==> src/rtl/adc_seq_pkg.sv <==
// Shared state encoding and parameter defaults for the ADC capture sequencer.
package adc_seq_pkg;

  typedef enum logic [2:0] {
    IDLE  = 3'd0,
    REQ   = 3'd1,
    RUN   = 3'd2,
    GAP   = 3'd3,
    DRAIN = 3'd4
  } seq_state_e;

  localparam int unsigned ACK_TIMEOUT_DEF = 64;
  localparam int unsigned SYNC_STAGES_DEF = 2;

endpackage

==> src/rtl/trig_sync_edge.sv <==
// Multi-flop synchronizer for the asynchronous external trigger plus a rising-edge detector.
module trig_sync_edge #(
  parameter int unsigned SYNC_STAGES = 2
) (
  input  logic adc_clk,
  input  logic adc_rst,
  input  logic async_in,
  output logic rise
);

  logic [SYNC_STAGES-1:0] sync_q;
  logic                   prev_q;

  always_ff @(posedge adc_clk or posedge adc_rst) begin
    if (adc_rst) begin
      sync_q <= '0;
      prev_q <= 1'b0;
    end else begin
      sync_q <= {sync_q[SYNC_STAGES-2:0], async_in};
      prev_q <= sync_q[SYNC_STAGES-1];
    end
  end

  assign rise = sync_q[SYNC_STAGES-1] & ~prev_q;

endmodule

==> src/rtl/adc_capture_sequencer.sv <==
// Schedules capture bursts for the ADC datapath: start handshake, frame counting, inter-capture
// gaps, abort/drain handling and sticky error/status reporting.
module adc_capture_sequencer
  import adc_seq_pkg::*;
#(
  parameter int unsigned ACK_TIMEOUT = ACK_TIMEOUT_DEF,
  parameter int unsigned SYNC_STAGES = SYNC_STAGES_DEF
) (
  input  logic        adc_clk,
  input  logic        adc_rst,
  input  logic [31:0] cfg_sample_len,
  input  logic [7:0]  cfg_ch_sel,
  input  logic [15:0] cfg_burst_num,
  input  logic [31:0] cfg_gap,
  input  logic        cfg_trig_ext,
  input  logic        sw_start,
  input  logic        sw_abort,
  input  logic        ext_trig,
  input  logic        st_clr,
  input  logic        adc_data_valid,
  output logic        sample_start,
  output logic [31:0] sample_len,
  output logic [7:0]  ch_sel,
  output logic        busy,
  output logic        done,
  output logic [15:0] capture_idx,
  output logic        err_timeout,
  output logic        err_cfg,
  output logic [7:0]  trig_overrun
);

  localparam int unsigned AckW = (ACK_TIMEOUT > 1) ? $clog2(ACK_TIMEOUT) : 1;
  localparam logic [AckW-1:0] AckMax = AckW'(ACK_TIMEOUT - 1);

  seq_state_e  state_q, state_d;
  logic        sample_start_q, sample_start_d;
  logic [31:0] sample_len_q, sample_len_d;
  logic [7:0]  ch_sel_q, ch_sel_d;
  logic [15:0] burst_q, burst_d;
  logic [31:0] gap_q, gap_d;
  logic [15:0] capture_idx_q, capture_idx_d;
  logic [31:0] frame_cnt_q, frame_cnt_d;
  logic [31:0] gap_cnt_q, gap_cnt_d;
  logic [AckW-1:0] ack_cnt_q, ack_cnt_d;
  logic        done_q, done_d;
  logic        err_timeout_q, err_timeout_d;
  logic        err_cfg_q, err_cfg_d;
  logic [7:0]  trig_overrun_q, trig_overrun_d;

  logic        ext_rise;
  logic        trig;
  logic [31:0] frame_next;
  logic        last_frame;
  logic        gap_expire;

  trig_sync_edge #(
    .SYNC_STAGES (SYNC_STAGES)
  ) u_trig_sync (
    .adc_clk  (adc_clk),
    .adc_rst  (adc_rst),
    .async_in (ext_trig),
    .rise     (ext_rise)
  );

  assign trig       = cfg_trig_ext ? ext_rise : sw_start;
  assign frame_next = frame_cnt_q + 32'd1;
  assign last_frame = adc_data_valid && (frame_next == sample_len_q);
  // A zero gap still spends one cycle in GAP before the next request.
  assign gap_expire = (gap_q == 32'd0) || (gap_cnt_q == gap_q - 32'd1);

  always_comb begin
    state_d        = state_q;
    sample_start_d = sample_start_q;
    sample_len_d   = sample_len_q;
    ch_sel_d       = ch_sel_q;
    burst_d        = burst_q;
    gap_d          = gap_q;
    capture_idx_d  = capture_idx_q;
    frame_cnt_d    = frame_cnt_q;
    gap_cnt_d      = gap_cnt_q;
    ack_cnt_d      = ack_cnt_q;
    done_d         = 1'b0;
    err_timeout_d  = err_timeout_q;
    err_cfg_d      = err_cfg_q;
    trig_overrun_d = trig_overrun_q;

    unique case (state_q)
      IDLE: begin
        if (trig) begin
          if (cfg_sample_len == 32'd0) begin
            err_cfg_d = 1'b1;
          end else begin
            sample_len_d   = cfg_sample_len;
            ch_sel_d       = cfg_ch_sel;
            burst_d        = cfg_burst_num;
            gap_d          = cfg_gap;
            capture_idx_d  = 16'd0;
            err_cfg_d      = 1'b0;
            err_timeout_d  = 1'b0;
            ack_cnt_d      = '0;
            sample_start_d = 1'b1;
            state_d        = REQ;
          end
        end
      end
      REQ: begin
        if (sw_abort) begin
          sample_start_d = 1'b0;
          state_d        = IDLE;
        end else if (st_clr) begin
          sample_start_d = 1'b0;
          frame_cnt_d    = 32'd0;
          state_d        = RUN;
        end else if (ack_cnt_q == AckMax) begin
          err_timeout_d  = 1'b1;
          sample_start_d = 1'b0;
          state_d        = IDLE;
        end else begin
          ack_cnt_d = ack_cnt_q + 1'b1;
        end
      end
      RUN: begin
        if (adc_data_valid) begin
          frame_cnt_d = frame_next;
        end
        if (last_frame) begin
          if (sw_abort) begin
            state_d = IDLE;
          end else begin
            capture_idx_d = capture_idx_q + 16'd1;
            if ((burst_q != 16'd0) && (capture_idx_d == burst_q)) begin
              done_d  = 1'b1;
              state_d = IDLE;
            end else begin
              gap_cnt_d = 32'd0;
              state_d   = GAP;
            end
          end
        end else if (sw_abort) begin
          state_d = DRAIN;
        end
      end
      GAP: begin
        if (sw_abort) begin
          state_d = IDLE;
        end else if (gap_expire) begin
          ack_cnt_d      = '0;
          sample_start_d = 1'b1;
          state_d        = REQ;
        end else begin
          gap_cnt_d = gap_cnt_q + 32'd1;
        end
      end
      DRAIN: begin
        if (adc_data_valid) begin
          frame_cnt_d = frame_next;
        end
        if (last_frame) begin
          state_d = IDLE;
        end
      end
      default: begin
        sample_start_d = 1'b0;
        state_d        = IDLE;
      end
    endcase

    if (ext_rise && (state_q != IDLE) && (trig_overrun_q != 8'hFF)) begin
      trig_overrun_d = trig_overrun_q + 8'd1;
    end
  end

  always_ff @(posedge adc_clk or posedge adc_rst) begin
    if (adc_rst) begin
      state_q        <= IDLE;
      sample_start_q <= 1'b0;
      sample_len_q   <= 32'd0;
      ch_sel_q       <= 8'd0;
      burst_q        <= 16'd0;
      gap_q          <= 32'd0;
      capture_idx_q  <= 16'd0;
      frame_cnt_q    <= 32'd0;
      gap_cnt_q      <= 32'd0;
      ack_cnt_q      <= '0;
      done_q         <= 1'b0;
      err_timeout_q  <= 1'b0;
      err_cfg_q      <= 1'b0;
      trig_overrun_q <= 8'd0;
    end else begin
      state_q        <= state_d;
      sample_start_q <= sample_start_d;
      sample_len_q   <= sample_len_d;
      ch_sel_q       <= ch_sel_d;
      burst_q        <= burst_d;
      gap_q          <= gap_d;
      capture_idx_q  <= capture_idx_d;
      frame_cnt_q    <= frame_cnt_d;
      gap_cnt_q      <= gap_cnt_d;
      ack_cnt_q      <= ack_cnt_d;
      done_q         <= done_d;
      err_timeout_q  <= err_timeout_d;
      err_cfg_q      <= err_cfg_d;
      trig_overrun_q <= trig_overrun_d;
    end
  end

  assign sample_start = sample_start_q;
  assign sample_len   = sample_len_q;
  assign ch_sel       = ch_sel_q;
  assign busy         = (state_q != IDLE);
  assign done         = done_q;
  assign capture_idx  = capture_idx_q;
  assign err_timeout  = err_timeout_q;
  assign err_cfg      = err_cfg_q;
  assign trig_overrun = trig_overrun_q;

endmodule
==> config.mk <==
export PLATFORM = sky130hd
export DESIGN_NAME = adc_capture_sequencer
export DESIGN_NICKNAME = d
export VERILOG_FILES = /design/src/rtl/adc_seq_pkg.sv /design/src/rtl/trig_sync_edge.sv /design/src/rtl/adc_capture_sequencer.sv
export SDC_FILE = /design/constraint.sdc
export NUM_CORES = 1
export LEC_CHECK = 0
export CAP_MARGIN = 10
export CORE_MARGIN = 10
export CORE_UTILIZATION = 33
export DETAILED_ROUTE_END_ITERATION = 7
export PLACE_DENSITY = 0.56
export SYNTH_ARGS = -nofsm -noshare
export SYNTH_HDL_FRONTEND = slang
export SYNTH_SLANG_ARGS = --single-unit
==> constraint.sdc <==
create_clock -name adc_clk -period 19 [get_ports adc_clk]
set_clock_uncertainty 0.2 [all_clocks]
set_input_delay 1.9 -clock adc_clk [delete_from_list [all_inputs] [get_ports adc_clk]]
set_output_delay 1.9 -clock adc_clk [all_outputs]
set_load 0.02 [all_outputs]
==> reports/qor.yml, run 1 <==
outcome: "complete, no violations"
cap_viol_max_count: 0
fraction_of_registers_with_async_set_or_reset_after_synthesis: 1.00
hold_depth: 0
critPathRequiredTime_ns: 19.14
synth-edff-count: 0
dpl.hpwl_mm: 25.0
clkLatencyLatePin_ns: 0.45
rr_worst_depth: 12
max_freq_mhz: 185
areaGrowthSynthToFinish_pct: 23.0
setup_repair_after_global_routing_missed_its_margin: "false"
critical_path_class: "in2reg"
static-leakage-power_nw: 5.50
y_dimension_of_the_die_um: 207
synthTopCellsByCount: "dfrtp_1 (192), nand2_1 (98), mux2_2 (90)"
ioPinCount: 165
cts-root-buf: "clkbuf_16"
timing.critical_path.slowest_cell_delay_ns: 0.82
timing.final.crit_period_ns: 5.40
initial_utilization: 0.334
vias_in_the_first_global_route: 9896
detail_route.first_pass.iterations: 7
antenna_found_initial: 3
final.fill_count: 3436
core_region_area_um2: 34500
io_buffers: 164
tritoncts.num_buffers: 17
floorplan.rows: 68
slew_violations: 0
worst_case_vdd_ir_drop_uv: 78.5
slowest_stage: "buf_4"
path_clk_slew_ns: 0.07
route.final.wire_length_mm: 34.2
via_per_inst: 5.51
synth_cell_types: 78
syn-instance-count: 1220
warnings_synthesis: 0
power_density_nw_per_um2: 131
cts-resized-gates: 0
yosys_top_cell_area_share: 0.417
report.final.setup_viol: 0
layout-drive-gt1-share: 0.115
final.setup.tns_ns: 0
global_route.overflow_total: 0
fin_nets: 1449
sequential_to_total_area_share_from_yosys_stat: 0.417
post_synth.cell_area_avg_um2: 9.45
cts_hold_buffers: 0
syn-cell-area_um2: 11500
synth-seq-cells: 192
post_drt_antenna_nets: 0
cts_post_setup_buffers_inserted: 0
worst-slew-pin-transition_ns: 1.12
number_of_clock_sinks: 192
post_synth_main_area_contributors: "dfrtp_1 (42%), mux2_2 (8.8%), xnor2_1 (5.2%)"
cp.depth: 10
family_of_cells_with_the_greatest_summed_delay_on_the_critical_path: "simple AND/OR/NAND/NOR gates"
maximum_number_of_pins_on_one_net_before_global_route_repair: 118
worstPathCellList: "clkdlybuf4s50_1 > nor4_1 > nand4_1 > nor2_1 > or3_4 > buf_4 > o21ai_0 > o21ai_2 > o21ai_1 > o31ai_1"
timing.final.crit_share: 0.284
drc: 0
global_route.usage.total: 0.161
critical_path_arrival_ns: 5.54
drtIter0Drc: 664
timing.critical_path.to_type: "flop"
postSynthNetCount: 1323
synthMostInstantiatedCell: "dfrtp_1"
multi_input_area_um2: 6400
design_power_total_mw: 1.86
critPathLaunchType: "primary input"
hp-class: "reg2reg"
grt_first_pass_wirelength_mm: 55.2
hold_viol_final: 0
synthDominantAreaCellType: "dfrtp_1"
num_vias: 10006
globalplace.congestion: 0.827
seqCellArea_um2: 4800
whs_ns: 0.150
fp.dieArea_um2: 42800
timing.slew.headroom: 0.243
cts.path.max_buffers: 2
clock_tree_from_tritoncts: "done"
cp_bufs_invs: 2
cts.htree.levels: 4
timing.critical_path.fanout_max: 70
post_drt_wl_per_cell_um: 18.8
synth-main-ff-cell: "dfrtp_1"
fp.dieW_um: 207
[kinds of logic (layout without fill, tap and decap cells)]
family	Yosys count	in the layout	synth area share
AO/OA/AOI/OAI	269	269	0.154
multiplexers	91	91	0.0887
adder cells (fa/ha/maj)	7	7	0.00759
other	0	1	0
buffers and inverters	86	225	0.0302
XOR/XNOR	111	111	0.0855
flip-flops	192	192	0.417
AND/OR/NAND/NOR	464	464	0.218
[stage by stage]
step	worst slack (ns)	std cells	utilization	instance area [µm²]
2_1_floorplan	11.67	1220	-	11500
3_3_place_gp	13.07	1782	0.393	13600
3_5_place_dp	13.04	1782	0.393	13600
4_1_cts	13.50	1814	0.411	14200
5_1_grt	13.32	1815	0.411	14200
6_report	13.60	1815	0.411	14200
[worst register-to-register path, delay by kind of cell, from the launching register on]
family / cells / cell delay [ns]
adder cells (fa/ha/maj): 1 / 0.25
buffers and inverters: 2 / 0.47
flip-flops: 1 / 0.47
AO/OA/AOI/OAI: 3 / 1.03
AND/OR/NAND/NOR: 6 / 2.16
[layer usage]
layer | wire [µm] | global-route usage
met1 | 16300 | 0.220
met2 | 15000 | 0.242
met3 | 2450 | 0.0499
met4 | 454 | 0.0409
met5 | 27 | 0
[power by group]
part / switching, mW / leakage [nW] / internal, mW
registers: 0.167 / 2.44 / 0.528
clock network: 0.164 / 0.300 / 0.221
logic: 0.393 / 2.76 / 0.387
total: 0.724 / 5.50 / 1.14
[state kept, by name (all words and copies together) (netlist names)]
signal and cells:
ack_cnt_q 6, burst_q 16, capture_idx 16, ch_sel 8, done 1, err_cfg 1
err_timeout 1, frame_cnt_q 32, gap_cnt_q 32, gap_q 32, sample_len 32, sample_start 1
state_q 3, trig_overrun 8, u_trig_sync.prev_q 1, u_trig_sync.sync_q 2
[final timing paths]
path                                        from                    end  slack (ns)
setup / recovery              cfg_sample_len[24]        capture_idx[15]       13.60
hold / removal             u_trig_sync.sync_q[0]  u_trig_sync.sync_q[1]        0.15
setup reg to reg                        gap_q[0]          gap_cnt_q[14]       14.34
hold reg to reg            u_trig_sync.sync_q[0]  u_trig_sync.sync_q[1]        0.15
max in group asynchronous                adc_rst             burst_q[5]       15.18
min in group asynchronous                adc_rst        trig_overrun[6]        1.81
[layout make-up]
type,instances,share of cell area
clock inverter,9,0.00908
inverter,19,0.00556
antenna,1,0.000176
clock buffer,23,0.0344
multi-input combinational,942,0.451
sequential,192,0.339
timing repair buffer,174,0.121
tap,455,0.0401
[layout by cell type (no fill, tap or decap), drive strengths merged, types with 38 or more instances in the layout]
| master | count |
|---|---|
| nor3 | 40 |
| xor2 | 42 |
| nand2 | 98 |
| xnor2 | 68 |
| clkdlybuf4s50 | 164 |
| nand4 | 38 |
| mux2 | 90 |
| nand3 | 54 |
| o21ai | 112 |
| dfrtp | 192 |
| nor2 | 82 |
No activity file was read; power rests on OpenSTA's default activity.
==> inputs of run 2 (changes only) <==
- clock period: 19 -> 5.3 ns (I/O delays scaled with it)
==> reports/qor.yml, run 2 (synthesized netlist as in run 1, its figures left out) <==
outcome: "complete, no violations"
critical_path_class: "reg2reg"
static-leakage-power_nw: 5.46  # -0.73%
clock_tree_from_tritoncts: "done"
final.fill_count: 3444  # +0.23%
number_of_clock_sinks: 192  # unchanged
cts_post_setup_buffers_inserted: 0  # unchanged
layout.cells.most_common_list: "dfrtp_1 (192), clkdlybuf4s50_1 (164), nand2_1 (98)"
fp.dieW_um: 207  # unchanged
global_route.overflow_total: 0  # unchanged
tritoncts.num_buffers: 17  # unchanged
cts_hold_buffers: 0  # unchanged
cts-resized-gates: 0  # unchanged
vias_in_the_first_global_route: 9859  # -0.37%
cts.path.max_buffers: 2  # unchanged
hold_viol_final: 0  # unchanged
timing.critical_path.to_type: "flop"
timing.final.crit_share: 0.835
post_drt_antenna_nets: 0  # unchanged
slew_violations: 0  # unchanged
ioPinCount: 165  # unchanged
core_region_area_um2: 34500  # unchanged
timing.critical_path.fanout_max: 23  # -67%
dpl.hpwl_mm: 25.3  # +0.98%
antenna_found_initial: 4  # +1
global_route.usage.total: 0.162  # +0.000784
worst-slew-pin-transition_ns: 1.06  # -0.0658 ns
critPathLaunchType: "flop"
multi_input_area_um2: 6400  # unchanged
hp-class: "reg2reg"
fin_nets: 1448  # -0.069%
detail_route.first_pass.iterations: 5  # -2
fp.dieArea_um2: 42800  # unchanged
timing.slew.headroom: 0.291  # +0.0481
floorplan.rows: 68  # unchanged
areaGrowthSynthToFinish_pct: 22.5
cap_viol_max_count: 0  # unchanged
design_power_total_mw: 6.57  # +250%
io_buffers: 164  # unchanged
num_vias: 10085  # +0.79%
initial_utilization: 0.334  # unchanged
clkLatencyLatePin_ns: 0.45  # about the same
final.setup.tns_ns: 0  # unchanged
via_per_inst: 5.56  # +0.85%
drc: 0  # unchanged
cts-root-buf: "clkbuf_16"
cts.htree.levels: 4  # unchanged
report.final.setup_viol: 0  # unchanged
pre_cts_ws_ns: 0.929  # -12.11 ns
route.final.wire_length_mm: 34.4  # +0.57%
grt_first_pass_wirelength_mm: 55.6  # +0.76%
worst_case_vdd_ir_drop_uv: 358  # +360%
seqCellArea_um2: 4800  # unchanged
layout-drive-gt1-share: 0.114  # -0.000568
max_freq_mhz: 226
timing.final.crit_period_ns: 4.42
post_drt_wl_per_cell_um: 19.0  # +0.63%
power_density_nw_per_um2: 465  # +250%
maximum_number_of_pins_on_one_net_before_global_route_repair: 118  # unchanged
critical_path_arrival_ns: 4.62  # -0.92 ns
y_dimension_of_the_die_um: 207  # unchanged
path_clk_slew_ns: 0.08  # about the same
setup_repair_after_global_routing_missed_its_margin: "false"
drtIter0Drc: 652  # -1.8%
layout.cells.most_common: "dfrtp_1"
critPathRequiredTime_ns: 5.49  # -13.65 ns
fin_ws_ns: 0.876  # -12.73 ns
globalplace.congestion: 0.880  # +6.4%
run 2: where the power goes:
part	total (mW)	internal, mW	switching (mW)	leakage, nW
sequential	2.51	1.89	0.617	2.44
clock	1.27	0.657	0.615	0.267
combinational	2.79	1.38	1.41	2.75
total	6.57	3.93	2.64	5.46
run 2: final timing paths:
| path | from | endpoint | slack (ns) | depth (start not counted) |
|---|---|---|---|---|
| setup / recovery | gap_q[0] | gap_cnt_q[23] | 0.88 | 12 |
| hold / removal | u_trig_sync.sync_q[0] | u_trig_sync.sync_q[1] | 0.16 | 0 |
| setup reg to reg | gap_q[0] | gap_cnt_q[23] | 0.88 | 12 |
| hold reg to reg | u_trig_sync.sync_q[0] | u_trig_sync.sync_q[1] | 0.16 | 0 |
| max in group asynchronous | adc_rst | frame_cnt_q[8] | 3.47 | 3 |
| min in group asynchronous | adc_rst | burst_q[7] | 0.31 | 2 |
run 2: through the flow:
stage                      util  hold slack [ns]  cells  cell area (µm²)
after floorplan               -            0.131   1220            11500
after global routing      0.409            0.196   1813            14100
final                     0.409            0.160   1814            14100
after detailed placement  0.393            0.148   1781            13600
after CTS                 0.409            0.166   1812            14100
after global placement    0.393            0.133   1781            13600
run 2: layout make-up:
cell class	instances	area share
sequential	192	0.340
clock buffer	18	0.0304
inverter	19	0.00531
timing repair buffer	173	0.122
clock inverter	13	0.00912
antenna	2	0.000354
multi-input combinational	942	0.453
tap	455	0.0403
run 2: critical path: stages (launching register included):
cell     delay (ns)
dfrtp_1        0.46
inv_1          0.12
ha_1           0.23
nor2b_1        0.45
and3_1         0.36
nand2_1        0.16
o41ai_1        0.56
nand3_1        0.15
or4_1          0.59
o21ai_2        0.17
and2_1         0.35
buf_4          0.36
o21a_1         0.18
run 2: layer usage:
| layer | wire length, µm | global-route usage | part of all wire |
|---|---|---|---|
| met5 | 22 | 0 | 0.00064 |
| met4 | 400 | 0.0437 | 0.012 |
| met3 | 2460 | 0.0479 | 0.072 |
| met2 | 15200 | 0.239 | 0.44 |
| met1 | 16300 | 0.226 | 0.47 |
==> inputs of run 3 (changes only) <==
- clock period: 5.3 -> 4.4 ns (I/O delays scaled with it)
==> reports/qor.yml, run 3 (synthesized netlist as in run 1, its figures left out) <==
via_per_inst: 5.49  # -1.2%
cts_post_setup_buffers_inserted: 0  # unchanged
worst_path_most_repeated_cell: "or4_4"
ioPinCount: 165  # unchanged
grt_first_pass_wirelength_mm: 55.2  # -0.71%
final.fill_count: 3425  # -0.55%
cts_hold_buffers: 0  # unchanged
hp-class: "in2async"
seqCellArea_um2: 4800  # unchanged
timing.reg2reg.setup_slack_ns: 0.36  # -0.51 ns
dpl.hpwl_mm: 25.3  # +0.28%
n_antenna_cell: 0  # -2
global_route.overflow_total: 0  # unchanged
drc: 0  # unchanged
layout.cells.most_common: "dfrtp_1"
layout.cells.most_common_list: "dfrtp_1 (192), clkdlybuf4s50_1 (164), nand2_1 (98)"
path_clk_slew_ns: 0.07  # about the same
critPathLaunchType: "flop"
critPathRequiredTime_ns: 4.54  # -0.95 ns
worst-slew-pin-transition_ns: 1.07  # +0.0147 ns
cp_bufs_invs: 1  # -1
num_vias: 10034  # -0.51%
clock_power_share: 0.200  # +0.006
timing.critical_path.fanout_max: 30  # +30%
drtIter0Drc: 724  # +11%
globalplace.congestion: 0.879  # -0.14%
layout.core_utilization: 0.414  # +0.00496
critical_path_arrival_ns: 4.18  # -0.44 ns
family_of_cells_with_the_greatest_summed_delay_on_the_critical_path: "simple AND/OR/NAND/NOR gates"
areaGrowthSynthToFinish_pct: 24.0
p_int_mw: 4.85  # +23%
worst_case_vdd_ir_drop_uv: 338  # -5.4%
slowest_stage: "or4_4"
whs_ns: 0.0266  # -0.134 ns
maximum_number_of_pins_on_one_net_before_global_route_repair: 97  # -18%
critical_path_class: "reg2reg"
cts-root-buf: "clkbuf_16"
y_dimension_of_the_die_um: 207  # unchanged
total_switching_power_mw: 3.19  # +21%
cts.htree.levels: 4  # unchanged
combPwrFrac: 0.425  # about the same
layout-drive-gt1-share: 0.125  # +0.0104
detail_route.first_pass.iterations: 7  # +2
tritoncts.num_buffers: 17  # unchanged
report.final.setup_viol: 0  # unchanged
cts-resized-gates: 0  # unchanged
fp.dieW_um: 207  # unchanged
outcome: "complete, no violations"
worstPathCellList: "nand2_1 > or4_4 > a2111oi_0 > o22ai_1 > or4_4 > nor2_4 > nand4_2 > and2_1 > buf_12 > a211o_1"
global_route.usage.total: 0.162  # -0.000267
timing.final.crit_share: 0.918  # +0.0829
vias_in_the_first_global_route: 9639  # -2.2%
multi_input_area_um2: 6400  # unchanged
timing.final.crit_period_ns: 4.04  # -0.386 ns
cts.path.max_buffers: 2  # unchanged
clkLatencyLatePin_ns: 0.46  # about the same
sw_frac_of_total: 0.397  # -0.00524
r2r-end: "gap_cnt_q[4]"
floorplan.rows: 68  # unchanged
slew_violations: 0  # unchanged
final.setup.tns_ns: 0  # unchanged
static-leakage-power_nw: 5.57  # +2.1%
rr_worst_depth: 10  # -2
timing.slew.headroom: 0.282  # -0.00981
hold_viol_final: 0  # unchanged
post_drt_wl_per_cell_um: 18.9  # -0.20%
initial_utilization: 0.334  # unchanged
antenna_found_initial: 2  # -2
fp.dieArea_um2: 42800  # unchanged
fin_nets: 1463  # +1.0%
timing.critical_path.to_type: "flop"
cap_viol_max_count: 0  # unchanged
ff_to_ff_start: "frame_cnt_q[3]"
core_region_area_um2: 34500  # unchanged
timing.critical_path.slowest_cell_delay_ns: 0.66  # +0.07 ns
route.final.wire_length_mm: 34.6  # +0.52%
number_of_clock_sinks: 192  # unchanged
io_buffers: 164  # unchanged
p_seq_frac: 0.375  # -0.007
power_density_nw_per_um2: 562  # +21%
max_freq_mhz: 248  # +9.6%
clock_tree_from_tritoncts: "done"
setup_repair_after_global_routing_missed_its_margin: "false"
post_drt_antenna_nets: 0  # unchanged
## run 3: cell count changes in the layout (fill, tap and decap cells not counted), sizes merged
cell	delta
bufinv	+1
buf	+15
clkinv	+3
clkinvlp	-2
inv	-3
clkbuf	+1
diode	-2
## run 3: worst max-delay path by stage
stage	startpoint	to	slack, ns	cells past startpoint
2_1_floorplan	frame_cnt_q[0]	gap_cnt_q[21]	0.69	13
3_3_place_gp	capture_idx[0]	gap_cnt_q[4]	0.45	12
3_5_place_dp	frame_cnt_q[3]	gap_cnt_q[4]	0.40	10
4_1_cts	frame_cnt_q[5]	gap_cnt_q[4]	0.36	10
5_1_grt	gap_q[10]	ack_cnt_q[3]	0.13	9
6_report	frame_cnt_q[3]	gap_cnt_q[4]	0.36	10
## run 3: area by class of cell
type,count,area share
Multi-Input combinational cell,942,0.447
Sequential cell,192,0.336
Timing Repair Buffer,188,0.131
Tap cell,455,0.0398
Clock buffer,19,0.0317
Clock inverter,12,0.00918
Inverter,19,0.00525
## run 3: power groups by stage
stage	combinational, mW	clock (mW)	sequential, mW
floorplan	2.13	0	3.00
global placement	3.41	0	3.03
detailed placement	3.41	0	3.04
CTS	3.44	1.66	3.02
global route	3.74	1.72	3.12
finish	3.41	1.61	3.02
## run 3: layer usage
metal | part of all wire | up-vias | global-route usage
met5 | 0.00052 | - | 0
met4 | 0.0072 | 2 | 0.0318
met3 | 0.061 | 17 | 0.0418
met2 | 0.44 | 272 | 0.242
met1 | 0.49 | 4944 | 0.231
li1 | - | 4799 | -
## run 3: metrics by stage
stage	worst slack (ns)	power, mW	instances	area [µm²]
finish	0.362	8.04	1827	14300
global route	0.135	8.59	1827	14300
CTS	0.359	8.11	1827	14300
detailed placement	0.396	6.46	1796	13700
global placement	0.454	6.44	1796	13700
floorplan	0.685	5.13	1220	11500
